File: src/rtl/pll_reset_pkg.sv
// Shared definitions for the PLL reset / power-up sequencer.
// Holds the sequencer state encoding, the 81 MHz default timing
// constants and a small saturating-increment helper.
package pll_reset_pkg;

  typedef enum logic [2:0] {
    S_RESET     = 3'd0,
    S_WAIT_LOCK = 3'd1,
    S_RAM_RST   = 3'd2,
    S_RAM_WAIT  = 3'd3,
    S_RUN       = 3'd4
  } seq_state_t;

  // Defaults for an 81 MHz logic clock.
  localparam int LOCK_FILT_DEF   = 1024;
  localparam int RAM_RST_CYC_DEF = 20;     // >= 200 ns
  localparam int RAM_VCS_CYC_DEF = 12150;  // 150 us
  localparam int CNT_W_DEF       = 14;

  // 8-bit increment that sticks at 255.
  function automatic logic [7:0] sat_inc8(input logic [7:0] v);
    return (v == 8'hFF) ? v : v + 8'd1;
  endfunction

endpackage

File: src/rtl/pll_reset_seq_sync_2ff.sv
// Two-flop synchronizer for a single asynchronous input bit.
// Ports:
//   clk   - destination clock
//   rst_n - asynchronous active-low reset, clears both flops to 0
//   d     - asynchronous input
//   q     - synchronized output (2 clk edges of latency)
module sync_2ff (
  input  logic clk,
  input  logic rst_n,
  input  logic d,
  output logic q
);

  logic meta;

  // Two-stage shift register; the first stage may go metastable.
  always_ff @(posedge clk or negedge rst_n) begin
    if (!rst_n) begin
      meta <= 1'b0;
      q    <= 1'b0;
    end else begin
      meta <= d;
      q    <= meta;
    end
  end

endmodule

File: src/rtl/pll_reset_seq.sv
// Reset and power-up sequencer downstream of the PLL wrapper.
// Filters PLL lock, holds the HyperRAM in reset, waits out its power-up
// time, then releases the system reset. Re-sequences on lock loss and
// keeps debug information about lock losses.
// Ports:
//   clk        - PLL logic clock
//   rst_n      - asynchronous active-low reset
//   pll_lock   - PLL lock, asynchronous to clk
//   sys_rst_n  - system reset, active-low, registered
//   ram_rst_n  - HyperRAM RESET#, registered
//   ram_ready  - HyperRAM controller may issue commands
//   lock_lost  - sticky: lock lost after the filter passed
//   lock_drops - saturating count of lock-loss events
module pll_reset_seq
  import pll_reset_pkg::*;
#(
  parameter int LOCK_FILT   = LOCK_FILT_DEF,
  parameter int RAM_RST_CYC = RAM_RST_CYC_DEF,
  parameter int RAM_VCS_CYC = RAM_VCS_CYC_DEF,
  parameter int CNT_W       = CNT_W_DEF
) (
  input  logic       clk,
  input  logic       rst_n,
  input  logic       pll_lock,
  output logic       sys_rst_n,
  output logic       ram_rst_n,
  output logic       ram_ready,
  output logic       lock_lost,
  output logic [7:0] lock_drops
);

  localparam logic [CNT_W-1:0] LF_LAST  = CNT_W'(LOCK_FILT - 1);
  localparam logic [CNT_W-1:0] RR_LAST  = CNT_W'(RAM_RST_CYC - 1);
  localparam logic [CNT_W-1:0] VCS_LAST = CNT_W'(RAM_VCS_CYC - 1);
  localparam logic [CNT_W-1:0] CNT_ONE  = CNT_W'(1);

  logic             lock_s;
  seq_state_t       state;
  seq_state_t       state_next;
  logic [CNT_W-1:0] cnt;
  logic [CNT_W-1:0] cnt_next;
  logic             drop;

  sync_2ff u_lock_sync (
    .clk   (clk),
    .rst_n (rst_n),
    .d     (pll_lock),
    .q     (lock_s)
  );

  // Next-state and counter logic. Lock loss is tested before terminal
  // count so that it wins when both happen on the same edge.
  always_comb begin
    state_next = state;
    cnt_next   = cnt;
    drop       = 1'b0;
    case (state)
      S_RESET: begin
        state_next = S_WAIT_LOCK;
        cnt_next   = '0;
      end
      S_WAIT_LOCK: begin
        if (!lock_s) begin
          cnt_next = '0;
        end else if (cnt == LF_LAST) begin
          state_next = S_RAM_RST;
          cnt_next   = '0;
        end else begin
          cnt_next = cnt + CNT_ONE;
        end
      end
      S_RAM_RST: begin
        if (!lock_s) begin
          state_next = S_WAIT_LOCK;
          cnt_next   = '0;
          drop       = 1'b1;
        end else if (cnt == RR_LAST) begin
          state_next = S_RAM_WAIT;
          cnt_next   = '0;
        end else begin
          cnt_next = cnt + CNT_ONE;
        end
      end
      S_RAM_WAIT: begin
        if (!lock_s) begin
          state_next = S_WAIT_LOCK;
          cnt_next   = '0;
          drop       = 1'b1;
        end else if (cnt == VCS_LAST) begin
          state_next = S_RUN;
          cnt_next   = '0;
        end else begin
          cnt_next = cnt + CNT_ONE;
        end
      end
      S_RUN: begin
        if (!lock_s) begin
          state_next = S_WAIT_LOCK;
          cnt_next   = '0;
          drop       = 1'b1;
        end else begin
          cnt_next = '0;
        end
      end
      default: begin
        state_next = S_RESET;
        cnt_next   = '0;
      end
    endcase
  end

  // State, counter and outputs share one flop stage; outputs decode the
  // next state so they change on the same edge as the state.
  always_ff @(posedge clk or negedge rst_n) begin
    if (!rst_n) begin
      state      <= S_RESET;
      cnt        <= '0;
      sys_rst_n  <= 1'b0;
      ram_rst_n  <= 1'b0;
      ram_ready  <= 1'b0;
      lock_lost  <= 1'b0;
      lock_drops <= 8'd0;
    end else begin
      state     <= state_next;
      cnt       <= cnt_next;
      ram_rst_n <= (state_next == S_RAM_WAIT) || (state_next == S_RUN);
      sys_rst_n <= (state_next == S_RUN);
      ram_ready <= (state_next == S_RUN);
      if (drop) begin
        lock_lost  <= 1'b1;
        lock_drops <= sat_inc8(lock_drops);
      end
    end
  end

endmodule

File: config.mk
export PLATFORM = sky130hd
export DESIGN_NAME = pll_reset_seq
export DESIGN_NICKNAME = d
export VERILOG_FILES = /design/src/rtl/pll_reset_pkg.sv /design/src/rtl/pll_reset_seq_sync_2ff.sv /design/src/rtl/pll_reset_seq.sv
export SDC_FILE = /design/constraint.sdc
export NUM_CORES = 1
export LEC_CHECK = 0
export CORE_UTILIZATION = 36
export CTS_CLUSTER_SIZE = 20
export DETAILED_ROUTE_END_ITERATION = 7
export PLACE_DENSITY_LB_ADDON = 0.05
export SLEW_MARGIN = 15
export SYNTH_ARGS = -nofsm -noshare
export SYNTH_HDL_FRONTEND = slang
export SYNTH_SLANG_ARGS = --single-unit
File: constraint.sdc
create_clock -name clk -period 1.5 [get_ports clk]
set_input_delay 0.225 -clock clk [delete_from_list [all_inputs] [get_ports clk]]
set_output_delay 0.225 -clock clk [all_outputs]
set_load 0.03 [all_outputs]
---- After elaboration in Yosys (flattened, before gate mapping) ----
Cells that the tools add are included.
cells by class
  bitwise gates (word level) .............. 1
  order comparisons ....................... 0
  multiply operators ...................... 0
  reductions and logical operators ........ 4
  divide/modulo/power cells ............... 0
  add/subtract/negate cells ............... 2
  multiplexer cells ....................... 17
  shift-type cells ........................ 0
  equality and inequality tests ........... 10
operator list
  cell                                                               count
  14-bit 2-to-1 mux                                                  6
  14-bit case mux with 3 select lines                                1
  3-bit 2-to-1 mux                                                   7
  3-bit case mux with 5 select lines                                 1
  14-bit by 1-bit adder with 14-bit output, second input constant    1
  14-bit by 10-bit == test with 1-bit output, second input constant  1
  14-bit == test, second input constant                              1
  14-bit by 5-bit == test with 1-bit output, second input constant   1
  3-bit by 2-bit == test with 1-bit output, second input constant    3
  8-bit by 1-bit adder with 8-bit output, second input constant      1
  8-bit == test, second input constant                               1
  3-bit == test, second input constant                               2
  3-bit by 1-bit == test with 1-bit output, second input constant    1
  3-bit zero test                                                    1
  3-bit OR reduction                                                 1
  1-bit 2-to-1 mux                                                   2
  2-bit AND reduction                                                1
  1-bit logical OR                                                   1
  1-bit inverter                                                     1
word-level totals
  bits in registers ....................... 30
  bits of input ports ..................... 3
  word-level logic and storage cells ...... 42
  memory bits (writable) .................. 0
  memory bits (read-only) ................. 0
  bits in latches ......................... 0
  memories kept ........................... 0

---- Longest topological paths before layout ----
  depth after elaboration ................. 6
  gate-level depth with buffers ........... 8

---- Modules after synthesis ----
From an unflattened synthesis, not the netlist that was laid out.
second synthesis, totals
  cells, all modules ...................... 131
  area total of the unflattened synthesis .. 1438.9 um2
by module, submodules not included
  module         area an instance (um2)  times used  cells an instance
  pll_reset_seq  1388.8                  1           129
  sync_2ff       50.0                    1           2

---- Worst setup path before layout ----
OpenSTA, ideal clock, no wires.
  kind .................................... reg-to-reg
  start point ............................. register lock_drops[3]
  end point ............................... register lock_drops[1]
  library setup time ...................... 0.125 ns
  setup slack ............................. -0.199 ns
  clock period less this slack ............ 1.699 ns
  data arrival time ....................... 1.574 ns
  cell stages (with the launch flop) ...... 5
  path buffers ............................ 0
  path through ............................ dfrtp_1 and3_1 and3_1 a31oi_4 mux2_2
between the ends
  longest elaborated chain between the ends .. 3
ends and longest elaborated chain
  element                               RTL line              text
  start, declared                       pll_reset_seq.sv:29   output logic [7:0] lock_drops
  start signal, assigned                pll_reset_seq.sv:131  lock_drops <= sat_inc8(lock_drops);
  8-bit == test                         pll_reset_pkg.sv:22   return (v == 8'hFF) ? v : v + 8'd1;
  1-bit inverter (no source line)       --
  2-bit AND reduction (no source line)  --
Every way passes these cells.
A chain may end at the register's enable or synchronous reset.

---- Final worst setup path ----
  start point ............................. register cnt[1]
  end point ............................... register ram_rst_n
between the ends
  longest elaborated chain between the ends .. 6
ends and longest elaborated chain
  element                                                                    RTL line                                                       text
  start, declared                                                            pll_reset_seq.sv:40                                            logic [CNT_W-1:0] cnt;
  start signal, assigned                                                     pll_reset_seq.sv:125                                           cnt <= cnt_next;
  14-bit == test (tied with other cells)                                     pll_reset_seq.sv:89                                            end else if (cnt == VCS_LAST) begin
  3-bit 2-to-1 mux (on tied branches)                                        pll_reset_seq.sv:89, pll_reset_seq.sv:65, pll_reset_seq.sv:77
  3-bit 2-to-1 mux (on tied branches)                                        pll_reset_seq.sv:85, pll_reset_seq.sv:63, pll_reset_seq.sv:73
  3-bit case mux with 5 select lines *                                       pll_reset_seq.sv:57                                            case (state)
  net state_next[0]                                                          pll_reset_seq.sv:39                                            seq_state_t state_next;
  3-bit by 2-bit == test with 1-bit output or 3-bit == test (tied branches)  pll_reset_seq.sv:126                                           ram_rst_n <= (state_next == S_RAM_WAIT) || (state_next == S_RUN);
  1-bit logical OR *                                                         pll_reset_seq.sv:126
  end signal, assigned                                                       pll_reset_seq.sv:126
  end, declared                                                              pll_reset_seq.sv:26                                            output logic ram_rst_n,
Mark *: on every way through the listed nets, which the timed path passes. The rest lies on a longest branch.

==> results.md <==
* Outcome: complete, but fails checks
* Violations in the final reports: setup timing
* Final Util at 57.8%
* Vias in the first global route at 1239
* Unique cell type count in the Yosys netlist at 33
* Number of search-and-repair iterations in the first detailed-routing pass at 4
* Peak clock frequency supported by timing at 562 MHz
* Starting Density at 38.4%
* Mean area per synthesized cell at 11.0 um2
* Multi-input gate area at 772 um2
* Fin Hold WS at 0.344 ns
* Period utilisation layout at 119%
* Worst slack after detailed placement at -0.236 ns
* Type of the setup path with the least slack: reg2reg
* Dominant cell type by area after synthesis: sky130_fd_sc_hd__dfrtp_1
* Count of standard-cell rows at 22
* RSZ-0062 raised after global routing: yes
* Most frequent cells in the layout: sky130_fd_sc_hd__buf_4, sky130_fd_sc_hd__dfrtp_1, sky130_fd_sc_hd__nor2_1
* GPL Wtd Cong at 0.904
* Overall global routing resource usage at 17.9%
* Number of clock sinks seen by CTS at 30
* Final nets at 201
* R2R depth at 7
* Setup clock skew after layout at 0.00408 ns
* Count of final hold-check violations at 0
* Overflow left after global routing at 0
* Post-Route WL at 3.28 mm
* Worst Setup End Kind: flip-flop
* Via-per-instance ratio at 4.83
* Biggest fanout along the worst timing path at 3
* Slew margin rel. at 70.3%
* Number of DRC markers after the initial detailed-route iteration at 71
* Endpoint required time on the critical path at 1.67 ns
* Top area cells in the synthesized netlist: sky130_fd_sc_hd__dfrtp_1, sky130_fd_sc_hd__xnor2_1, sky130_fd_sc_hd__xor2_1, sky130_fd_sc_hd__nor2_1, sky130_fd_sc_hd__and3_1
* ANT cells at 0
* Antenna violations before repair at 0
* Clock transition at the register clock pins on the worst setup and hold paths after CTS at 0.06 ns
* Most common cell after layout, fill and taps aside: sky130_fd_sc_hd__buf_4
* Height of the die at 65.2 um
* Port buffer count at 14
* Placeable core region at 0.00374 mm2
* Capture point of the critical path: ram_rst_n
* Post-synthesis instance area at 0.00144 mm2
* Routed wire per std cell at 13.4 um
* First-pass GRT wire length at 5.62 mm
* HPWL reported at the end of detailed placement at 2.26 mm
* Slew at the pin with the worst max-slew slack at 0.434 ns
* Final Critical Period at 1.78 ns
* Setup ws final at -0.280 ns
* Yosys Warn Count at 0
* Area of all placed cells without fillers at 0.00216 mm2
* FF+latch count, synth at 30
* Buffer levels on the longest clock path at 2
* DRC violations left at 0
* Cell area power density at 700 mW/mm2
* CP startpoint: cnt[1]
* Number of max-cap violations at 0
* Number of inserted filler cells in the final layout at 330
* Number of levels the H-tree was split into at 2
* Pin count of the biggest net entering global routing at 31
* Startpoint type of the worst setup path: flip-flop
* TritonCTS clock tree: yes
* Chip Width at 65.2 um
* Number of routed nets with antenna violations at 0
* Layout cells sized above 1 at 40.8%
* Arrival time of the worst setup path at 1.95 ns
* Gate count after technology mapping at 131
* Top-level I/O count at 15
* Static power due to leakage at 1.08 nW
* Relative area change from synthesis to final layout at 50.4%
* Register Area at 757 um2
* Setup slack of the worst register-to-register path at -0.28 ns
* Portion of the post-synthesis area used by sequential elements at 52.2%
* CTS buffer count at 5
* Reg-to-reg critical path endpoint: ram_rst_n
* Area enclosed by the die boundary at 0.00425 mm2
* Source-to-sink clock delay at the later pin of the worst-skew pair at 0.28 ns
* Final Max Tran Viols at 0
* Largest vdd supply drop at 0.463 mV
* Primary FF master, synth: sky130_fd_sc_hd__dfrtp_1
* Placement Cell Area at 0.00195 mm2
* Worst min path class: in2async
* Proportion of register bits with asynchronous set or reset after synthesis at 100%
* Reg-to-reg critical path startpoint: cnt[1]
* Vias after detailed routing at 1179
* Clock tree root buffer cell: sky130_fd_sc_hd__clkbuf_8
* Synth Net Count at 137
* Proportion of netlist area held by the largest area contributor at 52.2%
* Number of failing setup endpoints in the final timing report at 19
* Number of enable flip-flop cells after synthesis at 0
[metrics by stage]
stage	setup TNS [ns]	std cells	total power (W)
finish	-2.76	244	0.00152
global route	-5.97	244	0.00158
CTS	-2.87	238	0.00153
detailed placement	-3.43	229	0.000913
global placement	-2.47	229	0.000910
floorplan	-1.12	131	0.000867
[metal layers]
layer	global-route usage (%)	wire length [um]
met3	4.69	102
met5	0	0
met1	23.1	1570
met2	26.9	1530
met4	10.1	72
[sequential cells by signal, summed over array words and instances, names as in the netlist]
| name | cells |
|---|---|
| state | 3 |
| lock_drops | 8 |
| ram_ready | 1 |
| cnt | 14 |
| u_lock_sync.meta | 1 |
| lock_lost | 1 |
| u_lock_sync.q | 1 |
| ram_rst_n | 1 |
[where the power goes]
part / internal, W / switching (W)
clock network: 0.000320 / 0.000291
registers: 0.000819 / 0.00000916
logic: 0.0000378 / 0.0000389
[worst min-delay path by stage]
stage / endpoint / slack [ns] / cells past startpoint
4_1_cts: cnt[9] / 0.36 / 2
6_report: cnt[12] / 0.34 / 2
2_1_floorplan: cnt[0] / -0.07 / 0
3_5_place_dp: u_lock_sync.q / 0.36 / 0
5_1_grt: u_lock_sync.q / 0.38 / 0
3_3_place_gp: u_lock_sync.q / 0.34 / 0
[worst max-delay path: stages (launching register included)]
cell,delay [ns]
sky130_fd_sc_hd__dfrtp_1,0.40
sky130_fd_sc_hd__inv_1,0.06
sky130_fd_sc_hd__ha_1,0.13
sky130_fd_sc_hd__and4b_1,0.19
sky130_fd_sc_hd__and4b_2,0.28
sky130_fd_sc_hd__a21oi_2,0.06
sky130_fd_sc_hd__or3_1,0.39
sky130_fd_sc_hd__a21o_1,0.16
[final cells by class]
class                           count  area share [%]
Multi-Input combinational cell     96            35.7
Sequential cell                    30            35.0
Timing Repair Buffer               60            22.4
Clock buffer                        6            3.35
Tap cell                           48            2.77
Clock inverter                      2           0.462
Inverter                            2           0.347
[logic make-up after synthesis]
kind of cell    Yosys count  synth area share (%)
simple gates             62                  25.0
fa+ha+maj                 3                  2.61
xor+xnor                 19                  11.6
buf+inv                   5                  1.74
mux                       1                 0.783
flops                    30                  52.2
compound gates           11                  6.17
[what timing repair did]
item / 4_1_cts / 5_1_grt
setup endpoints to repair: 34 / 28
resized for setup: 26 / 8
hold buffers: 0 / 0
pin swaps: 6 / 9
buffers inserted: 1 / 6
[cell usage after synthesis (2+ instances only)]
cell and instances:
sky130_fd_sc_hd__xor2_1 8, sky130_fd_sc_hd__nor4b_1 3, sky130_fd_sc_hd__inv_1 2, sky130_fd_sc_hd__a21oi_1 2
sky130_fd_sc_hd__nand3_1 3, sky130_fd_sc_hd__nor2b_1 4, sky130_fd_sc_hd__nand2_1 9, sky130_fd_sc_hd__ha_1 3
sky130_fd_sc_hd__xnor2_1 11, sky130_fd_sc_hd__and3_1 7, sky130_fd_sc_hd__nor2_1 17, sky130_fd_sc_hd__dfrtp_1 30
sky130_fd_sc_hd__a21o_1 2, sky130_fd_sc_hd__and4_1 2, sky130_fd_sc_hd__and4b_1 2, sky130_fd_sc_hd__buf_2 2
sky130_fd_sc_hd__nor3b_1 2, sky130_fd_sc_hd__nand4_1 5, sky130_fd_sc_hd__nand2b_1 2, sky130_fd_sc_hd__a31oi_1 2
No activity file was read; power rests on OpenSTA's default activity.
